File: config.mk
export PLATFORM = sky130hd
export DESIGN_NAME = victim_writeback_reader
export DESIGN_NICKNAME = d
export VERILOG_FILES = /design/src/rtl/cache_pkg.sv /design/src/rtl/onehot_way_index.sv /design/src/rtl/victim_writeback_reader.sv
export SDC_FILE = /design/constraint.sdc
export NUM_CORES = 1
export LEC_CHECK = 0
export CORE_AREA = 2 2 486 488
export CTS_CLUSTER_SIZE = 14
export DETAILED_ROUTE_END_ITERATION = 12
export DIE_AREA = 0 0 488 490
export MAX_ROUTING_LAYER = met4
export PLACE_DENSITY = 0.33
export SLEW_MARGIN = 30
export SYNTH_ARGS = -nofsm -noshare
export SYNTH_HDL_FRONTEND = slang
export SYNTH_SLANG_ARGS = --single-unit
File: constraint.sdc
create_clock -name clk -period 3.02 [get_ports clk]
set_input_delay 0.604 -clock clk [delete_from_list [all_inputs] [get_ports clk]]
set_output_delay 0.604 -clock clk [all_outputs]
set_load 0.005 [all_outputs]
File: src/rtl/cache_pkg.sv
// Shared types and sizing helpers for the victim writeback reader.
package cache_pkg;

    // Writeback sequencer states
    typedef enum logic [2:0] {
        IDLE    = 3'd0,
        CAPTURE = 3'd1,
        ADDR    = 3'd2,
        DATA    = 3'd3,
        DONE    = 3'd4
    } wb_state_t;

    // Number of bits in one cache line
    function automatic int line_bits_of(input int block_size);
        return block_size * 8;
    endfunction

    // Number of writeback beats needed to move one line
    function automatic int beats_of(input int block_size, input int beat_width);
        return (block_size * 8) / beat_width;
    endfunction

    // Counter width that never collapses to zero bits
    function automatic int count_width_of(input int n);
        return (n > 1) ? $clog2(n) : 1;
    endfunction

endpackage

File: src/rtl/onehot_way_index.sv
// Converts a one-hot way vector into a binary index and flags whether
// exactly one bit is set.
module onehot_way_index #(
    parameter int NUM_WAYS    = 4,
    parameter int INDEX_WIDTH = 2
) (
    input  logic [NUM_WAYS-1:0]    onehot,
    output logic [INDEX_WIDTH-1:0] index,
    output logic                   is_onehot
);

    // OR together the positions of set bits; exact when the input is one-hot
    always_comb begin
        index = {INDEX_WIDTH{1'b0}};
        for (int i = 0; i < NUM_WAYS; i++) begin
            if (onehot[i]) begin
                index = index | INDEX_WIDTH'(i);
            end else begin
                index = index;
            end
        end
    end

    // Exactly one bit set: non-zero and clearing the lowest set bit leaves nothing
    always_comb begin
        is_onehot = (onehot != {NUM_WAYS{1'b0}}) &&
                    ((onehot & (onehot - {{(NUM_WAYS-1){1'b0}}, 1'b1})) == {NUM_WAYS{1'b0}});
    end

endmodule

File: src/rtl/victim_writeback_reader.sv
// Victim writeback reader: on an eviction request, reads the targeted way
// for one cycle, buffers the line, frees the way, and if the line was
// valid and dirty streams it to the next memory level as one address
// phase followed by BEAT_WIDTH-bit data beats.
// Optional build macro VICTIM_PARITY_EN adds a wb_data_parity output
// (even-parity XOR of wb_data) that travels with each beat.
module victim_writeback_reader
    import cache_pkg::*;
#(
    parameter int NUM_WAYS      = 4,
    parameter int ADDRESS_WIDTH = 32,
    parameter int BLOCK_SIZE    = 32,
    parameter int BEAT_WIDTH    = 32
) (
    input  logic                                          clk,
    input  logic                                          reset,
    input  logic                                          evict_valid,
    output logic                                          evict_ready,
    input  logic [NUM_WAYS-1:0]                           evict_target,
    output logic [NUM_WAYS-1:0]                           way_rEn,
    input  logic [NUM_WAYS*line_bits_of(BLOCK_SIZE)-1:0]  way_dataOut,
    input  logic [NUM_WAYS*ADDRESS_WIDTH-1:0]             way_lineAddr,
    input  logic [NUM_WAYS-1:0]                           way_valid,
    input  logic [NUM_WAYS-1:0]                           way_dirty,
    output logic                                          captured,
    output logic                                          wb_addr_valid,
    input  logic                                          wb_addr_ready,
    output logic [ADDRESS_WIDTH-1:0]                      wb_addr,
    output logic                                          wb_data_valid,
    input  logic                                          wb_data_ready,
    output logic [BEAT_WIDTH-1:0]                         wb_data,
    output logic                                          wb_last,
    output logic                                          wb_done,
    output logic                                          wb_error
`ifdef VICTIM_PARITY_EN
    ,
    output logic                                          wb_data_parity
`endif
);

    localparam int LINE_BITS   = line_bits_of(BLOCK_SIZE);
    localparam int BEATS       = beats_of(BLOCK_SIZE, BEAT_WIDTH);
    localparam int CW          = count_width_of(BEATS);
    localparam int IW          = $clog2(NUM_WAYS);
    localparam int OFFSET_BITS = $clog2(BLOCK_SIZE);

    localparam logic [CW-1:0]            LAST_BEAT   = CW'(BEATS - 1);
    localparam logic                     SINGLE_BEAT = (BEATS == 1);
    localparam logic [ADDRESS_WIDTH-1:0] OFFSET_MASK =
        ADDRESS_WIDTH'((64'd1 << OFFSET_BITS) - 64'd1);

`ifdef VICTIM_PARITY_EN
    // Even parity of one data beat
    function automatic logic beat_parity(input logic [BEAT_WIDTH-1:0] beat);
        return ^beat;
    endfunction
`endif

    wb_state_t                state_r;
    logic [NUM_WAYS-1:0]      target_r;
    logic [LINE_BITS-1:0]     line_buf_r;
    logic [CW-1:0]            beat_r;

    logic [NUM_WAYS-1:0]      check_vec_s;
    logic [IW-1:0]            sel_idx_s;
    logic                     sel_onehot_s;
    logic [LINE_BITS-1:0]     sel_line_s;
    logic [ADDRESS_WIDTH-1:0] sel_addr_s;
    logic                     sel_valid_s;
    logic                     sel_dirty_s;
    logic [CW-1:0]            beat_next_s;
    logic [BEAT_WIDTH-1:0]    beat_next_data_s;
    logic                     accept_s;

    // In IDLE the decoder validates the incoming request; afterwards it
    // steers the capture mux from the registered target.
    assign check_vec_s = (state_r == IDLE) ? evict_target : target_r;

    onehot_way_index #(
        .NUM_WAYS    (NUM_WAYS),
        .INDEX_WIDTH (IW)
    ) u_way_index (
        .onehot    (check_vec_s),
        .index     (sel_idx_s),
        .is_onehot (sel_onehot_s)
    );

    assign sel_line_s  = way_dataOut[sel_idx_s*LINE_BITS +: LINE_BITS];
    assign sel_addr_s  = way_lineAddr[sel_idx_s*ADDRESS_WIDTH +: ADDRESS_WIDTH];
    assign sel_valid_s = way_valid[sel_idx_s];
    assign sel_dirty_s = way_dirty[sel_idx_s];

    assign beat_next_s      = beat_r + {{(CW-1){1'b0}}, 1'b1};
    assign beat_next_data_s = line_buf_r[beat_next_s*BEAT_WIDTH +: BEAT_WIDTH];

    assign evict_ready = (state_r == IDLE) && !reset;
    assign accept_s    = evict_valid && evict_ready;
    assign way_rEn     = (state_r == CAPTURE) ? target_r : {NUM_WAYS{1'b0}};

    // Sequencer: state, beat counter, line buffer and all registered outputs
    always_ff @(posedge clk) begin
        if (reset) begin
            state_r        <= IDLE;
            target_r       <= {NUM_WAYS{1'b0}};
            line_buf_r     <= {LINE_BITS{1'b0}};
            beat_r         <= {CW{1'b0}};
            captured       <= 1'b0;
            wb_addr_valid  <= 1'b0;
            wb_addr        <= {ADDRESS_WIDTH{1'b0}};
            wb_data_valid  <= 1'b0;
            wb_data        <= {BEAT_WIDTH{1'b0}};
            wb_last        <= 1'b0;
            wb_done        <= 1'b0;
            wb_error       <= 1'b0;
`ifdef VICTIM_PARITY_EN
            wb_data_parity <= 1'b0;
`endif
        end else begin
            captured <= 1'b0;
            wb_done  <= 1'b0;
            wb_error <= 1'b0;
            case (state_r)
                IDLE: begin
                    if (accept_s) begin
                        target_r <= evict_target;
                        if (sel_onehot_s) begin
                            state_r <= CAPTURE;
                        end else begin
                            // Malformed target: retire immediately, nothing read
                            state_r  <= DONE;
                            wb_done  <= 1'b1;
                            wb_error <= 1'b1;
                        end
                    end
                end
                CAPTURE: begin
                    // Way read strobe is high this cycle; take the line now
                    line_buf_r <= sel_line_s;
                    wb_addr    <= sel_addr_s & ~OFFSET_MASK;
                    captured   <= 1'b1;
                    if (sel_valid_s && sel_dirty_s) begin
                        state_r       <= ADDR;
                        wb_addr_valid <= 1'b1;
                    end else begin
                        // Clean or invalid victim needs no writeback
                        state_r <= DONE;
                        wb_done <= 1'b1;
                    end
                end
                ADDR: begin
                    if (wb_addr_ready) begin
                        state_r        <= DATA;
                        wb_addr_valid  <= 1'b0;
                        wb_data_valid  <= 1'b1;
                        wb_data        <= line_buf_r[BEAT_WIDTH-1:0];
                        wb_last        <= SINGLE_BEAT;
                        beat_r         <= {CW{1'b0}};
`ifdef VICTIM_PARITY_EN
                        wb_data_parity <= beat_parity(line_buf_r[BEAT_WIDTH-1:0]);
`endif
                    end
                end
                DATA: begin
                    if (wb_data_ready) begin
                        if (beat_r == LAST_BEAT) begin
                            state_r       <= DONE;
                            beat_r        <= {CW{1'b0}};
                            wb_data_valid <= 1'b0;
                            wb_last       <= 1'b0;
                            wb_done       <= 1'b1;
                        end else begin
                            beat_r         <= beat_next_s;
                            wb_data        <= beat_next_data_s;
                            wb_last        <= (beat_next_s == LAST_BEAT);
`ifdef VICTIM_PARITY_EN
                            wb_data_parity <= beat_parity(beat_next_data_s);
`endif
                        end
                    end
                end
                DONE: begin
                    state_r <= IDLE;
                end
                default: begin
                    state_r <= IDLE;
                end
            endcase
        end
    end

endmodule

==> results of run 1 <==
## layer usage
layer	global-route usage, %	wire length [um]	vias to the layer above
met4	4.42	5280	0
met1	20.0	88100	12617
met5	-	0	-
met2	28.0	96900	1233
li1	-	-	12576
met3	5.84	17500	222
## report_power, final
| part | total (W) | leakage [nW] | internal, W | switching, W |
|---|---|---|---|---|
| logic | 0.00451 | 13.1 | 0.00226 | 0.00225 |
| registers | 0.00478 | 2.68 | 0.00457 | 0.000208 |
| clock network | 0.00689 | 0.900 | 0.00413 | 0.00276 |
## final cells by class
type	instances	share of cell area [%]
Tap cell	3150	9.97
Multi-Input combinational cell	2272	31.9
Inverter	6	0.0570
Antenna cell	95	0.602
Clock buffer	69	3.77
Clock inverter	25	0.924
Timing Repair Buffer	1414	36.0
Sequential cell	331	16.8
## cell families (layout without fill, tap and decap cells)
family	Yosys count	in the layout	share of synthesized area, %
other cells	1	100	0.0184
simple gates	1217	1217	22.7
fa+ha+maj	3	3	0.185
xor+xnor	1	1	0.0431
flops	331	331	32.6
buf+inv	266	1514	6.19
compound gates	943	943	29.2
mux	103	103	9.07
## flip-flops by register name (all words and copies together), names as in the netlist
| register | flops |
|---|---|
| beat_r | 3 |
| captured | 1 |
| line_buf_r | 256 |
| state_r | 3 |
| target_r | 4 |
| wb_addr | 27 |
| wb_addr_valid | 1 |
| wb_data | 32 |
| wb_data_valid | 1 |
| wb_done | 1 |
| wb_error | 1 |
| wb_last | 1 |
## critical path, stage by stage (launching register included)
cell                              delay (ns)
sky130_fd_sc_hd__dfxtp_1                0.34
sky130_fd_sc_hd__buf_4                  0.20
sky130_fd_sc_hd__nand2b_1               0.08
sky130_fd_sc_hd__nor2_1                 0.26
sky130_fd_sc_hd__and2_1                 0.18
sky130_fd_sc_hd__clkdlybuf4s50_1        0.49
## placed cells by master, fill, tap and decap left out, drive strengths merged, types with 32 or more instances in the layout
master / Yosys / final
a22o: 32 / 32
mux4: 64 / 64
mux2i: 35 / 35
a211o: 283 / 283
buf: 193 / 196
nor2: 48 / 48
clkdlybuf4s50: 0 / 1218
diode: 0 / 95
dfxtp: 331 / 331
clkbuf: 67 / 69
a21oi: 609 / 609
nand2: 1144 / 1144
## path summary, 6_finish.rpt
path	start	endpoint	slack, ns	cells after the start
setup reg to reg	state_r[1]$_SDFFE_PP0P_	line_buf_r[23]$_SDFFE_PP0P_	0.33	10
hold reg to reg	line_buf_r[213]$_SDFFE_PP0P_	line_buf_r[213]$_SDFFE_PP0P_	0.46	1
hold / removal	line_buf_r[213]$_SDFFE_PP0P_	line_buf_r[213]$_SDFFE_PP0P_	0.46	1
setup / recovery	state_r[0]$_SDFFE_PP0P_	way_rEn[0]	0.20	5
## stage by stage
step	std cells	hold WS (ns)
2_1_floorplan	2869	0.430
3_3_place_gp	7172	0.438
3_5_place_dp	7173	0.446
4_1_cts	7267	0.458
5_1_grt	7350	0.471
6_report	7362	0.459
==> summary.md, run 1 <==
| Metric | Value |
|---|---|
| Core Region | `0.234 sq mm` |
| Most numerous cell in the Yosys netlist | `sky130_fd_sc_hd__nand2_1` |
| Setup Buffers After CTS | `0` |
| Maximum net fanout on the critical path | `12` |
| Maximum level of the CTS H-tree | `2` |
| Number of sinks handled by clock tree synthesis | `331` |
| First drt pass iteration count | `5` |
| Final layout net count | `5249` |
| First-pass GRT wire length | `264000 um` |
| Number of top-level pins | `1244` |
| Synth Area per Inst | `7.10 sq um` |
| Global-route congestion overflow total | `0` |
| Normalized max-slew margin | `48.8%` |
| Height of the die | `490 um` |
| Static leakage power | `16.6 nW` |
| Share of flip-flops with an asynchronous set or reset after synthesis | `0%` |
| Netlist Area Pre-Place | `0.0203 sq mm` |
| Total area of multi-input combinational cells | `0.0126 sq mm` |
| Post-Route Setup TNS | `0 ns` |
| Largest net degree at the start of global routing | `82` |
| Die outline area | `0.239 sq mm` |
| Number of nets with antenna violations after detailed routing | `0` |
| Number of cells produced by synthesis | `2865` |
| Global-route usage over all layers | `17.1%` |
| Worst-Margin Slew | `0.768 ns` |
| Data arrival time at the worst-slack endpoint | `2.21 ns` |
| Top cells by instance count after synthesis | `1144 x sky130_fd_sc_hd__nand2_1, 609 x sky130_fd_sc_hd__a21oi_1, 331 x sky130_fd_sc_hd__dfxtp_1` |
| Setup slack of the critical path after layout | `0.203 ns` |
| Nature of the critical path endpoint | `output pin` |
| Number of antenna violations at the first check in global routing | `188` |
| Share of final-layout standard cells stronger than drive strength 1 | `8.82%` |
| Number of CTS-inserted buffers | `52` |
| Power density over the cells | `409 mW/mm^2` |
| Area contributors post-synth | `sky130_fd_sc_hd__dfxtp_1 33%, sky130_fd_sc_hd__nand2_1 21%, sky130_fd_sc_hd__a21oi_1 15%, sky130_fd_sc_hd__a211o_1 12%, sky130_fd_sc_hd__mux4_2 7.1%` |
| Wirelength per Cell | `28.2 um` |
| Layout area overhead | `94.3%` |
| Initial standard-cell utilization of the core | `8.69%` |
| Endpoints failing hold | `0` |
| Category of the worst setup path launch point | `flip-flop` |
| Share of Yosys cell area claimed by the top area cell type | `32.6%` |
| Status | `finished, final reports clean` |
| Clk Tree Root Cell | `sky130_fd_sc_hd__clkbuf_16` |
| Req. time, crit path | `2.42 ns` |
| Floorplan die width | `488 um` |
| Synthesis-stage register bit count | `331` |
| Vias after detailed routing | `26.6k` |
| Total power of the final layout | `0.0162 W` |
| Final number of setup-violating endpoints | `0` |
| Cell variety after synth | `41` |
| Count of hold buffers inserted by post-cts repair | `0` |
| Sequential fraction of the synthesis area | `32.6%` |
| Via count of the first global-routing pass | `27.4k` |
| RSZ-0062 raised after global routing | `no` |
| Final Wtd Congestion | `0.839` |
| Fillcell total | `26.8k` |
| Post-route cell area | `0.0395 sq mm` |
| Maximum buffer depth of the clock tree | `3` |
| Yosys warning total | `0` |
| Post-cts sizing count | `0` |
| FF+latch area | `0.00663 sq mm` |
| Starting DRC count in detailed routing | `1591` |
| Number of synthesized flops with an enable pin | `0` |
| Clock latency on the worst-skew pair | `0.69 ns` |
| Dominant cell type by area after synthesis | `sky130_fd_sc_hd__dfxtp_1` |
| Final worst clock skew | `0.0356 ns` |
| CTS tree | `yes` |
| Area of placed instances | `0.0374 sq mm` |
| Cell row count | `178` |
| Max-Cap Viols | `0` |
| Placement Setup Slack | `-0.194 ns` |
| Commonest register cell after synthesis | `sky130_fd_sc_hd__dfxtp_1` |
| Number of max-slew violations in the final report | `0` |
| Type of the worst min-delay path | `flip-flop to flip-flop` |
| Detailed Place HPWL | `176000 um` |
| Detail-routed via count per cell | `3.62` |
| Final critical path time including I/O delays and setup | `2.82 ns` |
| Peak VDD IR | `0.000423 V` |
| CP Class | `flip-flop to output pin` |
| Achievable frequency | `0.355 GHz` |
| Fraction of the cycle the final worst path needs | `93.3%` |
| Quantity of I/O buffers inserted on ports | `1218` |
| Utilization of the core after routing | `16.9%` |
| Clock transition time at the flip-flop clock pins of the worst setup and hold paths | `0.06 ns` |
| Remaining routing DRC violations | `0` |
| Aggregate routed wire length | `208000 um` |
(Power assumes the default switching activity.)
==> run 2: changes to the inputs <==
CAP_MARGIN = 20   (was not set)
CELL_PAD_IN_SITES_DETAIL_PLACEMENT = 2   (was not set)
CELL_PAD_IN_SITES_GLOBAL_PLACEMENT = 2   (was not set)
CORE_AREA = 2 2 482 484   (was 2 2 486 488)
DIE_AREA = 0 0 484 486   (was 0 0 488 490)
PLACE_DENSITY = 0.51   (was 0.33)
==> run 2 against run 1 <==
Compared with the run above:
- count of clock-buffer cells in the layout increased by 12
- critical path depth decreased by 1
- worst setup slack got worse by 0.0030 ns
- sequential cell count unchanged
- final area about the same
- sequential share of layout area about the same
- sequential power about the same
- clock skew decreased by 0.0055 ns
- combinational power increased by 3%
==> summary.md, run 2 (synthesis results as in run 1) <==
| Metric | Value |
|---|---|
| Number of antenna violations at the first check in global routing | `178` |
| Detailed Place HPWL | `181000 um` |
| First drt pass iteration count | `5` |
| Detail-routed via count per cell | `3.73` |
| Die outline area | `0.235 sq mm` |
| CTS tree | `yes` |
| Area of placed instances | `0.0373 sq mm` |
| Number of top-level pins | `1244` |
| Static leakage power | `16.7 nW` |
| Starting DRC count in detailed routing | `1019` |
| Final critical path time including I/O delays and setup | `2.82 ns` |
| Standard cell with the maximum stage delay on the critical path | `sky130_fd_sc_hd__clkdlybuf4s50_1` |
| Cell row count | `176` |
| CP Class | `flip-flop to output pin` |
| Number of CTS-inserted buffers | `54` |
| Data arrival time at the worst-slack endpoint | `2.22 ns` |
| Layout area overhead | `94.1%` |
| Aggregate routed wire length | `216000 um` |
| Number of nets with antenna violations after detailed routing | `0` |
| Combined buffer and inverter count along the critical path | `1` |
| Achievable frequency | `0.355 GHz` |
| Post-cts sizing count | `1` |
| Peak VDD IR | `0.000409 V` |
| Maximum net fanout on the critical path | `13` |
| Number of max-slew violations in the final report | `0` |
| Final worst clock skew | `0.0302 ns` |
| Number of sinks handled by clock tree synthesis | `331` |
| Post-route cell area | `0.0395 sq mm` |
| Final Wtd Congestion | `0.852` |
| Wirelength per Cell | `29.7 um` |
| Core Region | `0.229 sq mm` |
| Endpoints failing hold | `0` |
| Worst-Margin Slew | `0.683 ns` |
| Placement Setup Slack | `-0.226 ns` |
| Maximum buffer depth of the clock tree | `3` |
| First-pass GRT wire length | `282000 um` |
| Fraction of the cycle the final worst path needs | `93.4%` |
| Via count of the first global-routing pass | `29.6k` |
| Setup slack of the critical path after layout | `0.200 ns` |
| Worst path max stage delay | `0.50 ns` |
| Critical path cell sequence | `nand2b_1 > nor2_1 > and2_1 > clkdlybuf4s50_1` |
| Count of hold buffers inserted by post-cts repair | `0` |
| Clock transition time at the flip-flop clock pins of the worst setup and hold paths | `0.06 ns` |
| Final number of setup-violating endpoints | `0` |
| Height of the die | `486 um` |
| Global-route congestion overflow total | `0` |
| Quantity of I/O buffers inserted on ports | `1218` |
| Nature of the critical path endpoint | `output pin` |
| Register with the highest flop count | `line_buf_r` |
| Vias after detailed routing | `27.1k` |
| Final layout net count | `5248` |
| Clk Tree Root Cell | `sky130_fd_sc_hd__clkbuf_16` |
| Clock latency on the worst-skew pair | `0.69 ns` |
| Max-Cap Viols | `0` |
| Remaining routing DRC violations | `0` |
| Max reg flops | `256` |
| Share of final-layout standard cells stronger than drive strength 1 | `8.84%` |
| Fillcell total | `26.9k` |
| Power density over the cells | `412 mW/mm^2` |
| Maximum level of the CTS H-tree | `2` |
| Floorplan die width | `484 um` |
| Status | `finished, final reports clean` |
| Category of the worst setup path launch point | `flip-flop` |
| Total power of the final layout | `0.0163 W` |
| Commonest cells after routing, fill and taps aside | `1218 x sky130_fd_sc_hd__clkdlybuf4s50_1, 1143 x sky130_fd_sc_hd__nand2_1, 609 x sky130_fd_sc_hd__a21oi_1` |
| Req. time, crit path | `2.42 ns` |
| RSZ-0062 raised after global routing | `no` |
| Initial standard-cell utilization of the core | `8.87%` |
| Normalized max-slew margin | `54.3%` |
| Largest net degree at the start of global routing | `64` |
| Type of the worst min-delay path | `flip-flop to flip-flop` |
| Delay-heaviest family, CP | `simple AND/OR/NAND/NOR gates` |
| Setup Buffers After CTS | `0` |
| Top Registers | `line_buf_r x256, wb_data x32, wb_addr x27` |
| Commonest non-fill, non-tap cell in the layout | `sky130_fd_sc_hd__clkdlybuf4s50_1` |
| Global-route usage over all layers | `18.3%` |
[run 2: cell count changes in the layout (fill, tap and decap cells not counted), sizes merged]
cell / previous run / this run
bufinv: 8 / 4
clkbuf: 69 / 81
buf: 196 / 193
inv: 7 / 8
clkinv: 12 / 8
diode: 95 / 126
[run 2: worst register-to-register path, stage by stage (launching register included)]
cell	delay, ns
sky130_fd_sc_hd__dfxtp_2	0.40
sky130_fd_sc_hd__nor3_2	0.21
sky130_fd_sc_hd__buf_4	0.22
sky130_fd_sc_hd__mux2i_4	0.35
sky130_fd_sc_hd__buf_12	0.27
sky130_fd_sc_hd__buf_4	0.34
sky130_fd_sc_hd__nand2_1	0.09
sky130_fd_sc_hd__a21oi_1	0.46
sky130_fd_sc_hd__buf_4	0.23
sky130_fd_sc_hd__a211o_1	0.09
[run 2: metrics by stage]
step                      hold WS, ns  setup TNS [ns]  std cells  util (%)
after floorplan                 0.430               0       2869         -
after global placement          0.437          -0.535       7046      16.3
after detailed placement        0.448          -0.530       7046      16.3
after CTS                       0.461               0       7145      17.1
after global routing            0.473               0       7258      17.2
final                           0.459               0       7271      17.2
[run 2: path summary, 6_finish.rpt]
| kind | startpoint | endpoint | slack (ns) | cells after the start |
|---|---|---|---|---|
| worst max-delay path | state_r[0]$_SDFFE_PP0P_ | way_rEn[0] | 0.20 | 4 |
| worst min-delay path | line_buf_r[95]$_SDFFE_PP0P_ | line_buf_r[95]$_SDFFE_PP0P_ | 0.46 | 1 |
| worst max register to register | state_r[0]$_SDFFE_PP0P_ | line_buf_r[119]$_SDFFE_PP0P_ | 0.33 | 9 |
| worst min register to register | line_buf_r[95]$_SDFFE_PP0P_ | line_buf_r[95]$_SDFFE_PP0P_ | 0.46 | 1 |
[run 2: layout make-up]
class	count	area, sq um	area share [%]
Antenna cell	126	315	0.799
Clock inverter	18	230	0.583
Sequential cell	331	6630	16.8
Inverter	6	22.5	0.0570
Multi-Input combinational cell	2272	12600	31.9
Timing Repair Buffer	1411	14300	36.2
Clock buffer	81	1630	4.14
Tap cell	3026	3790	9.59
[run 2: per-layer routing]
layer,global-route usage [%],vias up,routed length [um]
li1,-,12557,-
met1,20.5,13356,89800
met2,31.1,998,105000
met3,6.76,174,17300
met4,3.30,0,4140
met5,-,-,0
[run 2: report_power, final]
| group | leakage, nW | internal (W) | total [W] | switching [W] |
|---|---|---|---|---|
| registers | 2.68 | 0.00457 | 0.00478 | 0.000211 |
| clock network | 0.909 | 0.00406 | 0.00686 | 0.00279 |
| logic | 13.1 | 0.00229 | 0.00465 | 0.00236 |
| total | 16.7 | 0.0109 | 0.0163 | 0.00536 |
==> run 3: changes to the inputs <==
CORE_AREA = 2 2 486 488   (was 2 2 482 484)
CTS_CLUSTER_DIAMETER = 60   (was not set)
DIE_AREA = 0 0 488 490   (was 0 0 484 486)
PLACE_DENSITY = 0.49   (was 0.51)
clock period = 3.32 ns   (was 3.02 ns; I/O delays follow)
==> run 3 against run 2 <==
Compared with the run above:
- clock power up 19%
- worst setup slack better by 0.040 ns
- core utilization down 0.088 points
- wire length down 2.3%
- global-route usage down 0.78 points
- clock skew down 0.0088 ns
- die area up 1.7%
- first-iteration DRC count up 17%
- cell count up 1.5%
- largest power group unchanged
- highest routed layer unchanged
==> summary.md, run 3 (synthesis results as in run 1) <==
| Metric | Value |
|---|---|
| Endpoints failing hold | `0` |
| Nature of the critical path endpoint | `output pin` |
| Layout area overhead | `97.0%` |
| Worst-Margin Slew | `0.841 ns` |
| Die outline area | `0.239 sq mm` |
| Power density over the cells | `416 mW/mm^2` |
| Detail-routed via count per cell | `3.67` |
| Fraction of power spent switching nets | `31.8%` |
| Total area of multi-input combinational cells | `0.0126 sq mm` |
| Worst reg2reg setup slack | `0.58 ns` |
| Number of cells on the worst reg-to-reg path | `7` |
| Global-route usage over all layers | `17.5%` |
| Number of antenna violations at the first check in global routing | `184` |
| Start of the worst register-to-register path | `beat_r[0]$_SDFFE_PP0P_` |
| Crit Reg-Reg Endpoint | `wb_data[2]$_SDFFE_PP0P_` |
| Final worst clock skew | `0.0214 ns` |
| Peak VDD IR | `0.000295 V` |
| Maximum net fanout on the critical path | `5` |
| Commonest non-fill, non-tap cell in the layout | `sky130_fd_sc_hd__clkdlybuf4s50_1` |
| First-pass GRT wire length | `273000 um` |
| Floorplan die width | `488 um` |
| Remaining routing DRC violations | `0` |
| Psw | `0.00529 W` |
| Aggregate routed wire length | `211000 um` |
| Fillcell total | `27.4k` |
| Normalized max-slew margin | `43.9%` |
| Final Wtd Congestion | `0.834` |
| Setup slack of the critical path after layout | `0.240 ns` |
| Total power of the final layout | `0.0167 W` |
| Final layout net count | `5227` |
| Number of sinks handled by clock tree synthesis | `331` |
| Maximum level of the CTS H-tree | `3` |
| Wirelength per Cell | `28.6 um` |
| Number of max-slew violations in the final report | `0` |
| Req. time, crit path | `2.66 ns` |
| RSZ-0062 raised after global routing | `no` |
| Starting DRC count in detailed routing | `1189` |
| Post-Route Setup TNS | `0 ns` |
| Quantity of I/O buffers inserted on ports | `1218` |
| Max reg flops | `256` |
| Static leakage power | `16.8 nW` |
| Largest net degree at the start of global routing | `70` |
| Fraction of the cycle the final worst path needs | `92.8%` |
| Maximum buffer depth of the clock tree | `3` |
| CP Class | `flip-flop to output pin` |
| Vias after detailed routing | `27.1k` |
| Final critical path time including I/O delays and setup | `3.08 ns` |
| Register with the highest flop count | `line_buf_r` |
| Number of top-level pins | `1244` |
| Placement Setup Slack | `0.0775 ns` |
| FF+latch area | `0.00663 sq mm` |
| Internal portion of total power | `0.0114 W` |
| Final number of setup-violating endpoints | `0` |
| Clk Tree Root Cell | `sky130_fd_sc_hd__clkbuf_16` |
| Height of the die | `490 um` |
| Source of the critical timing path | `state_r[1]$_SDFFE_PP0P_` |
| Clock latency on the worst-skew pair | `0.69 ns` |
| Type of the worst min-delay path | `flip-flop to flip-flop` |
| Detailed Place HPWL | `176000 um` |
| First drt pass iteration count | `5` |
| Top Registers | `line_buf_r x256, wb_data x32, wb_addr x27` |
| Gate power share | `24.9%` |
| Number of CTS-inserted buffers | `76` |
| Global-route congestion overflow total | `0` |
| Setup Buffers After CTS | `0` |
| Max-Cap Viols | `0` |
| Worst Setup EP | `way_rEn[1]` |
| Cell row count | `178` |
| Achievable frequency | `0.325 GHz` |
| Sequential fraction of design power | `26.1%` |
| Initial standard-cell utilization of the core | `8.69%` |
| Status | `finished, final reports clean` |
| Category of the worst setup path launch point | `flip-flop` |
| Post-cts sizing count | `0` |
| Count of hold buffers inserted by post-cts repair | `0` |
| Data arrival time at the worst-slack endpoint | `2.42 ns` |
| Core Region | `0.234 sq mm` |
| Share of final-layout standard cells stronger than drive strength 1 | `8.79%` |
| CTS tree | `yes` |
| Number of nets with antenna violations after detailed routing | `0` |
| Via count of the first global-routing pass | `29.4k` |
| Clock Power Share | `48.9%` |
| Clock transition time at the flip-flop clock pins of the worst setup and hold paths | `0.05 ns` |
| Commonest cells after routing, fill and taps aside | `1218 x sky130_fd_sc_hd__clkdlybuf4s50_1, 1143 x sky130_fd_sc_hd__nand2_1, 609 x sky130_fd_sc_hd__a21oi_1` |
-- run 3: cell count changes in the layout (fill, tap and decap cells not counted), moves of 5 or more --
cell / before / now
sky130_fd_sc_hd__clkinv_2: 5 / 12
sky130_fd_sc_hd__diode_2: 126 / 111
sky130_fd_sc_hd__clkinv_4: 3 / 10
sky130_fd_sc_hd__clkbuf_16: 55 / 77
sky130_fd_sc_hd__clkbuf_8: 16 / 11
sky130_fd_sc_hd__buf_4: 142 / 99
-- run 3: final cells by class --
type / instances / share of cell area, %
clock inverter: 43 / 1.36
sequential: 331 / 16.5
antenna: 111 / 0.693
multi-input combinational: 2272 / 31.4
inverter: 6 / 0.0562
clock buffer: 97 / 5.27
timing repair buffer: 1368 / 34.8
tap: 3150 / 9.84
-- run 3: power groups by stage --
stage / logic [W] / clock network (W) / registers (W)
finish: 0.00415 / 0.00815 / 0.00435
detailed placement: 0.00426 / 0 / 0.00444
CTS: 0.00429 / 0.00848 / 0.00436
global placement: 0.00424 / 0 / 0.00444
global route: 0.00452 / 0.00863 / 0.00437
floorplan: 0.00154 / 0 / 0.00431
-- run 3: worst min path at each step --
stage,start,end,slack [ns],depth (start not counted)
6_report,wb_addr[13]$_SDFFE_PP0P_,wb_addr[13]$_SDFFE_PP0P_,0.46,1
5_1_grt,line_buf_r[103]$_SDFFE_PP0P_,line_buf_r[103]$_SDFFE_PP0P_,0.47,1
4_1_cts,line_buf_r[33]$_SDFFE_PP0P_,line_buf_r[33]$_SDFFE_PP0P_,0.46,1
3_5_place_dp,line_buf_r[33]$_SDFFE_PP0P_,line_buf_r[33]$_SDFFE_PP0P_,0.45,1
3_3_place_gp,line_buf_r[196]$_SDFFE_PP0P_,line_buf_r[196]$_SDFFE_PP0P_,0.44,1
2_1_floorplan,line_buf_r[192]$_SDFFE_PP0P_,line_buf_r[192]$_SDFFE_PP0P_,0.43,1
-- run 3: through the flow --
step | instance area (sq um) | hold WS, ns | utilization (%) | instances
2_1_floorplan | 20400 | 0.430 | - | 2869
3_3_place_gp | 37100 | 0.438 | 15.9 | 7126
3_5_place_dp | 37100 | 0.449 | 15.9 | 7127
4_1_cts | 39800 | 0.459 | 17.0 | 7267
5_1_grt | 40000 | 0.472 | 17.1 | 7365
6_report | 40100 | 0.459 | 17.1 | 7378
-- run 3: metal layers --
metal / up-vias / part of all wire (%) / GRT usage, %
met5: - / 0 / -
met4: 0 / 1.7 / 3.56
met3: 207 / 8.3 / 6.18
met2: 1079 / 48 / 29.1
met1: 13264 / 42 / 20.1
li1: 12531 / - / -
-- run 3: worst max-delay path: stages (launching register included) --
cell                              delay [ns]
sky130_fd_sc_hd__dfxtp_1                0.35
sky130_fd_sc_hd__nand2b_1               0.18
sky130_fd_sc_hd__nor2_1                 0.36
sky130_fd_sc_hd__and2_1                 0.19
sky130_fd_sc_hd__clkdlybuf4s50_1        0.66
